### src/rtl/usb_reg_spi_bridge_pkg.sv
// Shared definitions for the SPI-to-register bridge: FSM states, FIFO address, CMD byte layout.
package usb_reg_spi_bridge_pkg;

   typedef enum logic [2:0] {
      ST_IDLE,
      ST_CMD,
      ST_LEN,
      ST_DUMMY,
      ST_WDATA,
      ST_RDATA,
      ST_DRAIN
   } state_t;

   localparam logic [3:0] FIFO_ADDR_DEFAULT = 4'd8;

   localparam int CMD_WRITE_BIT = 7;
   localparam int CMD_ADDR_MSB  = 3;
   localparam int CMD_ADDR_LSB  = 0;

endpackage

### src/rtl/usb_reg_spi_bridge_spi_sync_edge.sv
// Synchronises the asynchronous SPI pins into clk_i and produces single-cycle edge pulses.
// Edge pulses are held off after reset until the chain has refilled from the pins, so a
// chip select that was already low when reset released never looks like a new frame start.
module spi_sync_edge #(
   parameter int SYNC_STAGES = 2
) (
   input  logic clk_i,
   input  logic rst_i,
   input  logic sclk,
   input  logic cs_n,
   input  logic mosi,
   output logic sclk_rise,
   output logic sclk_fall,
   output logic cs_fall,
   output logic cs_rise,
   output logic mosi_sync
);

   localparam int CW = $clog2(SYNC_STAGES + 2);

   logic [SYNC_STAGES-1:0] sclk_chain;
   logic [SYNC_STAGES-1:0] cs_chain;
   logic [SYNC_STAGES-1:0] mosi_chain;
   logic                   sclk_prev;
   logic                   cs_prev;
   logic [CW-1:0]          flush_cnt;
   logic                   flushed;

   // Synchroniser chains plus one extra sample of SCLK and CS_N for edge detection
   always_ff @(posedge clk_i or posedge rst_i) begin
      if (rst_i) begin
         sclk_chain <= '0;
         cs_chain   <= '1;
         mosi_chain <= '0;
         sclk_prev  <= 1'b0;
         cs_prev    <= 1'b1;
      end else begin
         sclk_chain <= {sclk_chain[SYNC_STAGES-2:0], sclk};
         cs_chain   <= {cs_chain[SYNC_STAGES-2:0], cs_n};
         mosi_chain <= {mosi_chain[SYNC_STAGES-2:0], mosi};
         sclk_prev  <= sclk_chain[SYNC_STAGES-1];
         cs_prev    <= cs_chain[SYNC_STAGES-1];
      end
   end

   // Counts the cycles needed for real pin values to reach both edge-detect samples
   always_ff @(posedge clk_i or posedge rst_i) begin
      if (rst_i) begin
         flush_cnt <= '0;
      end else if (!flushed) begin
         flush_cnt <= flush_cnt + 1'b1;
      end
   end

   assign flushed   = (flush_cnt == CW'(SYNC_STAGES + 1));
   assign sclk_rise = flushed &  sclk_chain[SYNC_STAGES-1] & ~sclk_prev;
   assign sclk_fall = flushed & ~sclk_chain[SYNC_STAGES-1] &  sclk_prev;
   assign cs_fall   = flushed & ~cs_chain[SYNC_STAGES-1]   &  cs_prev;
   assign cs_rise   = flushed &  cs_chain[SYNC_STAGES-1]   & ~cs_prev;
   assign mosi_sync = mosi_chain[SYNC_STAGES-1];

endmodule

### src/rtl/usb_reg_spi_bridge.sv
// SPI mode-0 slave that turns CMD/LEN framed transfers into register-block read/write strobes.
module usb_reg_spi_bridge
   import usb_reg_spi_bridge_pkg::*;
#(
   parameter int         SYNC_STAGES = 2,
   parameter logic [3:0] FIFO_ADDR   = FIFO_ADDR_DEFAULT
) (
   input  logic        clk_i,
   input  logic        rst_i,
   input  logic        spi_sclk_i,
   input  logic        spi_cs_n_i,
   input  logic        spi_mosi_i,
   output logic        spi_miso_o,
   output logic        spi_irq_n_o,
   output logic        m_sel_o,
   output logic [3:0]  m_addr_o,
   output logic [31:0] m_data_o,
   output logic        m_rd_o,
   output logic        m_wr_o,
   input  logic [31:0] m_data_i,
   input  logic        m_intr_i
);

   state_t      state, next_state;
   logic        sclk_rise, sclk_fall, cs_fall, cs_rise, mosi_s;
   logic [2:0]  bit_cnt;
   logic [6:0]  shift_in;
   logic [7:0]  rx_byte;
   logic [7:0]  tx_byte;
   logic        is_write;
   logic [7:0]  groups_left;
   logic [1:0]  byte_idx;
   logic [1:0]  last_idx;
   logic [23:0] word_acc;
   logic [31:0] rd_word;
   logic [31:0] shadow;
   logic [31:0] fetch_word;
   logic        is_fifo;
   logic        byte_done;
   logic        group_done;
   logic        last_group;
   logic        rd_strobe;
   logic        wr_pulse;

   spi_sync_edge #(.SYNC_STAGES(SYNC_STAGES)) u_sync (
      .clk_i     (clk_i),
      .rst_i     (rst_i),
      .sclk      (spi_sclk_i),
      .cs_n      (spi_cs_n_i),
      .mosi      (spi_mosi_i),
      .sclk_rise (sclk_rise),
      .sclk_fall (sclk_fall),
      .cs_fall   (cs_fall),
      .cs_rise   (cs_rise),
      .mosi_sync (mosi_s)
   );

   // FIFO reads are normalised so the byte to send is always in the top byte of the word
   assign is_fifo    = (m_addr_o == FIFO_ADDR);
   assign last_idx   = is_fifo ? 2'd0 : 2'd3;
   assign fetch_word = is_fifo ? {m_data_i[7:0], 24'h000000} : m_data_i;
   assign rx_byte    = {shift_in, mosi_s};
   assign byte_done  = sclk_rise && (bit_cnt == 3'd7);
   assign group_done = byte_done && (byte_idx == last_idx);
   assign last_group = (groups_left == 8'd1);

   assign m_rd_o  = rd_strobe;
   assign m_wr_o  = wr_pulse;
   assign m_sel_o = rd_strobe | wr_pulse;

   // FSM state register
   always_ff @(posedge clk_i or posedge rst_i) begin
      if (rst_i) begin
         state <= ST_IDLE;
      end else begin
         state <= next_state;
      end
   end

   // Next-state logic and the read strobe, which must coincide with the sampling edge
   always_comb begin
      next_state = state;
      rd_strobe  = 1'b0;
      if (cs_rise) begin
         next_state = ST_IDLE;
      end else if (cs_fall) begin
         next_state = ST_CMD;
      end else begin
         case (state)
            ST_CMD: begin
               if (byte_done) next_state = ST_LEN;
            end
            ST_LEN: begin
               if (byte_done) begin
                  next_state = is_write ? ST_WDATA : ST_DUMMY;
                  rd_strobe  = !is_write;
               end
            end
            ST_DUMMY: begin
               if (byte_done) next_state = ST_RDATA;
            end
            ST_RDATA: begin
               if (sclk_rise && (bit_cnt == 3'd0) && (byte_idx == last_idx) && !last_group) begin
                  rd_strobe = 1'b1;
               end
               if (group_done && last_group) next_state = ST_DRAIN;
            end
            ST_WDATA: begin
               if (group_done && last_group) next_state = ST_DRAIN;
            end
            default: next_state = state;
         endcase
      end
   end

   // Bit/byte/group counters, shift registers, MISO driver and register-side outputs
   always_ff @(posedge clk_i or posedge rst_i) begin
      if (rst_i) begin
         bit_cnt     <= 3'd0;
         shift_in    <= 7'd0;
         tx_byte     <= 8'd0;
         is_write    <= 1'b0;
         groups_left <= 8'd0;
         byte_idx    <= 2'd0;
         word_acc    <= 24'd0;
         rd_word     <= 32'd0;
         shadow      <= 32'd0;
         wr_pulse    <= 1'b0;
         spi_miso_o  <= 1'b0;
         spi_irq_n_o <= 1'b1;
         m_addr_o    <= 4'd0;
         m_data_o    <= 32'd0;
      end else begin
         spi_irq_n_o <= ~m_intr_i;
         wr_pulse    <= 1'b0;
         if (cs_fall || cs_rise) begin
            bit_cnt     <= 3'd0;
            byte_idx    <= 2'd0;
            word_acc    <= 24'd0;
            tx_byte     <= 8'd0;
            rd_word     <= 32'd0;
            shadow      <= 32'd0;
            groups_left <= 8'd0;
            spi_miso_o  <= 1'b0;
         end else if (state != ST_IDLE) begin
            if (sclk_rise) begin
               bit_cnt  <= bit_cnt + 3'd1;
               shift_in <= rx_byte[6:0];
            end
            if (sclk_fall) begin
               spi_miso_o <= tx_byte[3'd7 - bit_cnt];
            end
            if (rd_strobe && (state == ST_RDATA)) begin
               shadow <= fetch_word;
            end
            if (byte_done) begin
               case (state)
                  ST_CMD: begin
                     is_write <= rx_byte[CMD_WRITE_BIT];
                     m_addr_o <= rx_byte[CMD_ADDR_MSB:CMD_ADDR_LSB];
                     tx_byte  <= 8'd0;
                  end
                  ST_LEN: begin
                     groups_left <= (rx_byte == 8'd0) ? 8'd1 : rx_byte;
                     byte_idx    <= 2'd0;
                     word_acc    <= 24'd0;
                     if (!is_write) begin
                        tx_byte <= {m_intr_i, 7'h00};
                        rd_word <= fetch_word;
                     end
                  end
                  ST_DUMMY: begin
                     tx_byte <= rd_word[31:24];
                     rd_word <= {rd_word[23:0], 8'h00};
                  end
                  ST_RDATA: begin
                     if (byte_idx != last_idx) begin
                        tx_byte  <= rd_word[31:24];
                        rd_word  <= {rd_word[23:0], 8'h00};
                        byte_idx <= byte_idx + 2'd1;
                     end else if (!last_group) begin
                        tx_byte     <= shadow[31:24];
                        rd_word     <= {shadow[23:0], 8'h00};
                        byte_idx    <= 2'd0;
                        groups_left <= groups_left - 8'd1;
                     end else begin
                        tx_byte     <= 8'd0;
                        groups_left <= 8'd0;
                     end
                  end
                  ST_WDATA: begin
                     if (byte_idx == last_idx) begin
                        m_data_o    <= {word_acc, rx_byte};
                        wr_pulse    <= 1'b1;
                        word_acc    <= 24'd0;
                        byte_idx    <= 2'd0;
                        groups_left <= groups_left - 8'd1;
                     end else begin
                        word_acc <= {word_acc[15:0], rx_byte};
                        byte_idx <= byte_idx + 2'd1;
                     end
                  end
                  default: tx_byte <= 8'd0;
               endcase
            end
         end
      end
   end

endmodule

### config.mk
export PLATFORM = sky130hd
export DESIGN_NAME = usb_reg_spi_bridge
export DESIGN_NICKNAME = d
export VERILOG_FILES = /design/src/rtl/usb_reg_spi_bridge_pkg.sv /design/src/rtl/usb_reg_spi_bridge_spi_sync_edge.sv /design/src/rtl/usb_reg_spi_bridge.sv
export SDC_FILE = /design/constraint.sdc
export NUM_CORES = 1
export LEC_CHECK = 0
export CAP_MARGIN = 20
export CELL_PAD_IN_SITES_DETAIL_PLACEMENT = 1
export CELL_PAD_IN_SITES_GLOBAL_PLACEMENT = 2
export CORE_MARGIN = 2
export CORE_UTILIZATION = 38
export DETAILED_ROUTE_END_ITERATION = 12
export PLACE_DENSITY_LB_ADDON = 0.2
export SYNTH_ARGS = -nofsm -noshare
export SYNTH_HDL_FRONTEND = slang
export SYNTH_SLANG_ARGS = --single-unit
### constraint.sdc
create_clock -name clk_i -period 7.25 [get_ports clk_i]
set_input_delay 1.45 -clock clk_i [delete_from_list [all_inputs] [get_ports clk_i]]
set_output_delay 1.45 -clock clk_i [all_outputs]
set_load 0.03 [all_outputs]
Yosys cells after proc, flatten, opt, wreduce, memory -nomap -nowiden:

Index checks and enable logic that the tools add are counted.

* muxes and demuxes: 65
* magnitude comparators: 1
* add/subtract/negate cells: 5
* reduce and logical (&&, ||, !) cells: 35
* bitwise operators: 15
* equal/unequal tests: 20

Operators with widths (number)
* 2-to-1 mux 32 bit: 10
* 2-to-1 mux 8 bit: 13
* 2-to-1 mux 24 bit: 4
* one-hot mux 32 bit (3 select lines): 1
* one-hot mux 24 bit (2 select lines): 1
* one-hot mux 8 bit (4 select lines): 1
* 2-to-1 mux 3 bit: 10
* one-hot mux 8 bit (3 select lines): 1
* AND reduction 5 bit: 4
* 2-to-1 mux 2 bit: 7
* 2-to-1 mux 1 bit: 13
* != test 4 bit, second input constant: 3
* one-hot mux 3 bit (4 select lines): 1
* AND reduction 4 bit: 3
* nonzero test 2 bit: 5
* equality test 3 bit, second input constant: 3
* != test 3 bit, second input constant: 3
* AND 1 bit: 8
* equality test 8 x 1 -> 1 bit, second input constant: 1
* zero test 8 bit: 1
* nonzero test 4 bit: 2
* subtractor 8 x 1 -> 8 bit, second input constant: 1
* logical AND 1 bit: 7
* equality test 3 x 2 -> 1 bit, second input constant: 2
* other kinds (25): 36

* word-level logic and storage cells: 162
* output and inout port bits: 41
* bits in registers: 169
* bits of input ports: 38

Longest topological paths before layout:

* depth after elaboration: 14
* gate-level depth with buffers: 9
* gate-level depth less buffers: 7

Hierarchy:

From an unflattened synthesis, not the netlist that was laid out.

* cell total of the unflattened synthesis: 697
* area total of the unflattened synthesis: 7913.8 um2

By module, submodules not included
* usb_reg_spi_bridge: cells each 679, area an instance 7579.8 um2, times used 1, sequential area each 3980.1 um2
* spi_sync_edge: cells each 18, area an instance 334.1 um2, times used 1, sequential area each 254.0 um2

Worst setup path after synthesis:

OpenSTA, ideal clock, no wires.

* kind: register to output
* start point: register m_addr_o[0]
* end point: output port m_sel_o
* stages on the path, launching flop included: 9
* path slack: 3143 ps
* arrival time: 2657 ps
* path buffers: 3
* required time: 5800 ps
* path through: dfrtp_1 or4b_1 buf_2 mux2i_2 and4_1 clkbuf_1 buf_2 a21oi_1 o21bai_1

* cells in the longest elaborated chain, start to end: 10

Ends and longest elaborated chain
* start, declared: line usb_reg_spi_bridge.sv:16 `output logic [3:0] m_addr_o,`
* start signal, assigned: line usb_reg_spi_bridge.sv:160 `m_addr_o <= rx_byte[CMD_ADDR_MSB:CMD_ADDR_LSB];`
* equality test 4 bit: line usb_reg_spi_bridge.sv:59 `assign is_fifo = (m_addr_o == FIFO_ADDR);`
* 2-to-1 mux 2 bit: line usb_reg_spi_bridge.sv:60 `assign last_idx = is_fifo ? 2'd0 : 2'd3;`
* equality test 2 bit: line usb_reg_spi_bridge.sv:103 `if (sclk_rise && (bit_cnt == 3'd0) && (byte_idx == last_idx) && !last_group) begin`
* logical AND 1 bit (2 in a row): line usb_reg_spi_bridge.sv:103
* 2-to-1 mux 1 bit: line usb_reg_spi_bridge.sv:103
* one-hot mux 1 bit (2 select lines): line usb_reg_spi_bridge.sv:89 `case (state)`
* 2-to-1 mux 1 bit: line usb_reg_spi_bridge.sv:86 `end else if (cs_fall) begin`
* 2-to-1 mux 1 bit: line usb_reg_spi_bridge.sv:84 `if (cs_rise) begin`
* OR 1 bit: line usb_reg_spi_bridge.sv:69 `assign m_sel_o = rd_strobe | wr_pulse;`
* end, declared: line usb_reg_spi_bridge.sv:15 `output logic m_sel_o,`

No other way between the ends.

Worst setup path in the final report:

Ends and elaborated chain as after synthesis.

==> reports/metrics.cfg <==
[routing]
dr.pass1.iters = 4
ant_nets = 0
avgRoutedWirePerCell_um = 20.9
viasPerCell = 5.62
route.vias.total = 5737
drc = 0
route.final.wire_length_um = 21300
dr.first_iter.drc_count = 284

[place]
port-buffer-count = 78
postPlaceCellArea_um2 = 8700
detailedPlacementHpwl_um = 13500
place.gp.congestion = 0.776
placement.setup.worst_slack_ns = 2.21

[clocking]
clock_latency_ns = 0.43
clock_path_buffers = 2
clk_sink_count = 169
post_cts.repair.setup_buffers = 0
ctsRootBufferMaster = sky130_fd_sc_hd__clkbuf_16
cts.htree.levels = 4
worst_setup_hold_path_clk_slew_ns = 0.08
cts_inserted_buffers = 17
cts_resized = 0
clock_tree_from_tritoncts = yes
cts_hold_buf = 0

[global_route]
tot_gr_track_use_pct = 20.4
overflow = 0
grt_pass1_wl_um = 34700
grt_antenna_before_repair = 0
grt_max_degree = 112
first_global_vias = 6195

[setup_path]
critical-path-slowest-cell = sky130_fd_sc_hd__clkdlybuf4s50_1
cell_occurring_most_often_along_the_worst_timing_path = sky130_fd_sc_hd__buf_4
cp_cell_sequence = or4b_2 > buf_4 > mux2i_2 > and4_1 > buf_4 > a21oi_1 > o21bai_1 > clkdlybuf4s50_1
worst-endpoint-arrival_ns = 4.04
ff2ff_setup_slack_ns = 3.43
critPathCaptureType = output port
timing.critical_path.slowest_cell_delay_ns = 0.69
crit_path_start_kind = flop
worstRegToRegCells = 6
critical_path_required_ns = 5.80
timing.critical_path.fanout_max = 51
criticalPathCategory = reg2out

[timing]
timing.final.max_slew_violations = 0
fmaxAchievable_ghz = 0.182
min_period_over_period_pct = 75.7
max-slew-margin-rel_pct = 26.1
final_hold_viol_count = 0
rsz_0062_raised_after_global_routing = false
worst_clock_skew_ns = 0.0121
period_needed_ns = 5.49
setup_violations = 0
setup_total_negative_slack_ns = 0
least_margin_pin_slew_ns = 1.11
finalWorstSetupSlack_ns = 1.76

[floorplan]
chip_width_um = 146
floorplan.die_area_um2 = 21500
design.core.area_um2 = 20100
die-height_um = 146
initial_utilization_pct = 38.4
io_pins = 79
row_count = 52

[layout]
layout_cell_share_with_drive_strength_beyond_1_pct = 14.8
most_used_cells_in_the_layout_excluding_fill_and_tap_cells = 165 x sky130_fd_sc_hd__dfrtp_1, 86 x sky130_fd_sc_hd__nand2_1, 78 x sky130_fd_sc_hd__clkdlybuf4s50_1, 44 x sky130_fd_sc_hd__a21oi_1, 40 x sky130_fd_sc_hd__a22o_1
filler_cell_count = 2119
layout.core_utilization_pct = 46.7
final_instance_area_um2 = 9390
mostFrequentLayoutCell = sky130_fd_sc_hd__dfrtp_1
antennaDiodeCount = 0
area_growth_syn_to_layout_pct = 21.8
fin_nets = 781

[yosys]
synth_cell_type_count = 59
netlist_instances = 677
synth_enable_flop_cells = 0
ys_dominant_reg_cell = sky130_fd_sc_hd__dfrtp_1
ys_warn_count = 0
synthTopCellsByArea = sky130_fd_sc_hd__dfrtp_1 54%, sky130_fd_sc_hd__mux2_4 5.8%, sky130_fd_sc_hd__a22o_1 4.5%
synth_async_sr_flop_share_pct = 100
ys_ff_latch = 169
yosys.area.top_type_share_pct = 53.5
mappedNetlistNets = 721
yosysTopAreaCell = sky130_fd_sc_hd__dfrtp_1
seq_area_frac_synth_pct = 54.9
syn-cell-area_um2 = 7710
synthesis.area_per_instance_um2 = 11.4

[power]
max-vdd-ir-drop_v = 0.000142
post_route_total_power_mw = 2.09
leakagePower_nw = 4.26
power_density_nw_per_um2 = 222

[run_status]
run_status = finished, final reports clean

[hold_path]
min-delay-path-class = reg2reg
worst_hold_path.num_cells = 0

[job]
timing.max_cap.violations = 0

-- routing by layer --
layer	wire, um	track usage [%]	up-vias	part of all wire (%)
met2	10700	35.2	103	50
met5	0	0	-	0
met4	310	5.97	0	1.5
li1	-	-	2617	-
met3	615	3.47	14	2.9
met1	9620	26.5	3003	45
-- sequential cells by signal, indices dropped and copies added, names as in the netlist --
name / flops
shadow: 32
u_sync.sclk_chain: 2
tx_byte: 8
u_sync.cs_prev: 1
state: 3
m_wr_o: 1
u_sync.flush_cnt: 2
u_sync.cs_chain: 2
bit_cnt: 3
shift_in: 7
byte_idx: 2
spi_miso_o: 1
groups_left: 8
m_data_o: 32
is_write: 1
spi_irq_n_o: 1
u_sync.mosi_chain: 2
u_sync.sclk_prev: 1
word_acc: 24
m_addr_o: 4
rd_word: 32
-- worst max-delay path, delay by kind of cell, from the launching register on --
kind | cells | cell delay [ns]
and+or+nand+nor | 2 | 0.95
buffers and inverters | 3 | 1.45
AOI/OAI and AO/OA | 2 | 0.26
DFF | 1 | 0.39
muxes | 1 | 0.53
-- logic make-up after synthesis --
logic type               count (synthesis)  synth area share (%)
multiplexers                            67                  11.3
buffers and inverters                   68                  3.80
flip-flops                             169                  54.9
AND/OR/NAND/NOR                        180                  10.9
AO/OA/AOI/OAI                          183                  17.7
XOR/XNOR                                 4                 0.454
adder cells (fa/ha/maj)                  6                 0.973
-- stage by stage --
step / instances / hold WS, ns
final: 1020 / 0.352
after global routing: 1020 / 0.361
after CTS: 1017 / 0.357
after detailed placement: 985 / 0.345
after global placement: 984 / 0.336
after floorplan: 677 / 0.331
-- synth_stat cells, types with 3 or more instances --
cell	n
sky130_fd_sc_hd__a211oi_1	14
sky130_fd_sc_hd__nand3b_1	3
sky130_fd_sc_hd__o211ai_1	3
sky130_fd_sc_hd__nor3_1	9
sky130_fd_sc_hd__o2bb2ai_1	23
sky130_fd_sc_hd__nand3_1	26
sky130_fd_sc_hd__inv_1	19
sky130_fd_sc_hd__buf_6	3
sky130_fd_sc_hd__a22o_1	40
sky130_fd_sc_hd__dfrtp_1	165
sky130_fd_sc_hd__nor4_1	7
sky130_fd_sc_hd__o21ai_0	8
sky130_fd_sc_hd__nor2b_1	3
sky130_fd_sc_hd__o221ai_1	25
sky130_fd_sc_hd__buf_1	7
sky130_fd_sc_hd__mux2_2	17
sky130_fd_sc_hd__o31ai_1	4
sky130_fd_sc_hd__ha_1	6
sky130_fd_sc_hd__mux2i_1	17
sky130_fd_sc_hd__a21oi_1	45
sky130_fd_sc_hd__mux2_4	30
sky130_fd_sc_hd__o22ai_1	3
sky130_fd_sc_hd__dfstp_2	4
sky130_fd_sc_hd__buf_2	9
sky130_fd_sc_hd__nand2b_1	4
sky130_fd_sc_hd__clkbuf_1	29
sky130_fd_sc_hd__nor2_1	25
sky130_fd_sc_hd__nand2_1	86
sky130_fd_sc_hd__xnor2_1	3
-- power by group --
part           switching, mW  internal, mW  leakage (nW)
Combinational         0.0846        0.0587          1.65
Sequential            0.0396         0.966          2.31
Clock                  0.440         0.499         0.302
-- final cells by class --
| cell class | count | area [um^2] | share of cell area (%) |
|---|---|---|---|
| Clock inverter | 15 | 200 | 2.13 |
| Multi-Input combinational cell | 440 | 3200 | 34.1 |
| Inverter | 19 | 76.3 | 0.813 |
| Clock buffer | 17 | 425 | 4.53 |
| Sequential cell | 169 | 4230 | 45.1 |
| Timing Repair Buffer | 90 | 916 | 9.75 |
| Tap cell | 270 | 338 | 3.60 |
-- path summary, 6_finish.rpt --
check,from,to
worst max-delay path,m_addr_o[0],m_sel_o
worst min-delay path,u_sync.mosi_chain[0],u_sync.mosi_chain[1]
worst max register to register,u_sync.flush_cnt[0],m_data_o[19]
worst min register to register,u_sync.mosi_chain[0],u_sync.mosi_chain[1]
max in group asynchronous,rst_i,word_acc[11]
min in group asynchronous,rst_i,groups_left[1]
Note: power is estimated with default switching activity, not from simulation.
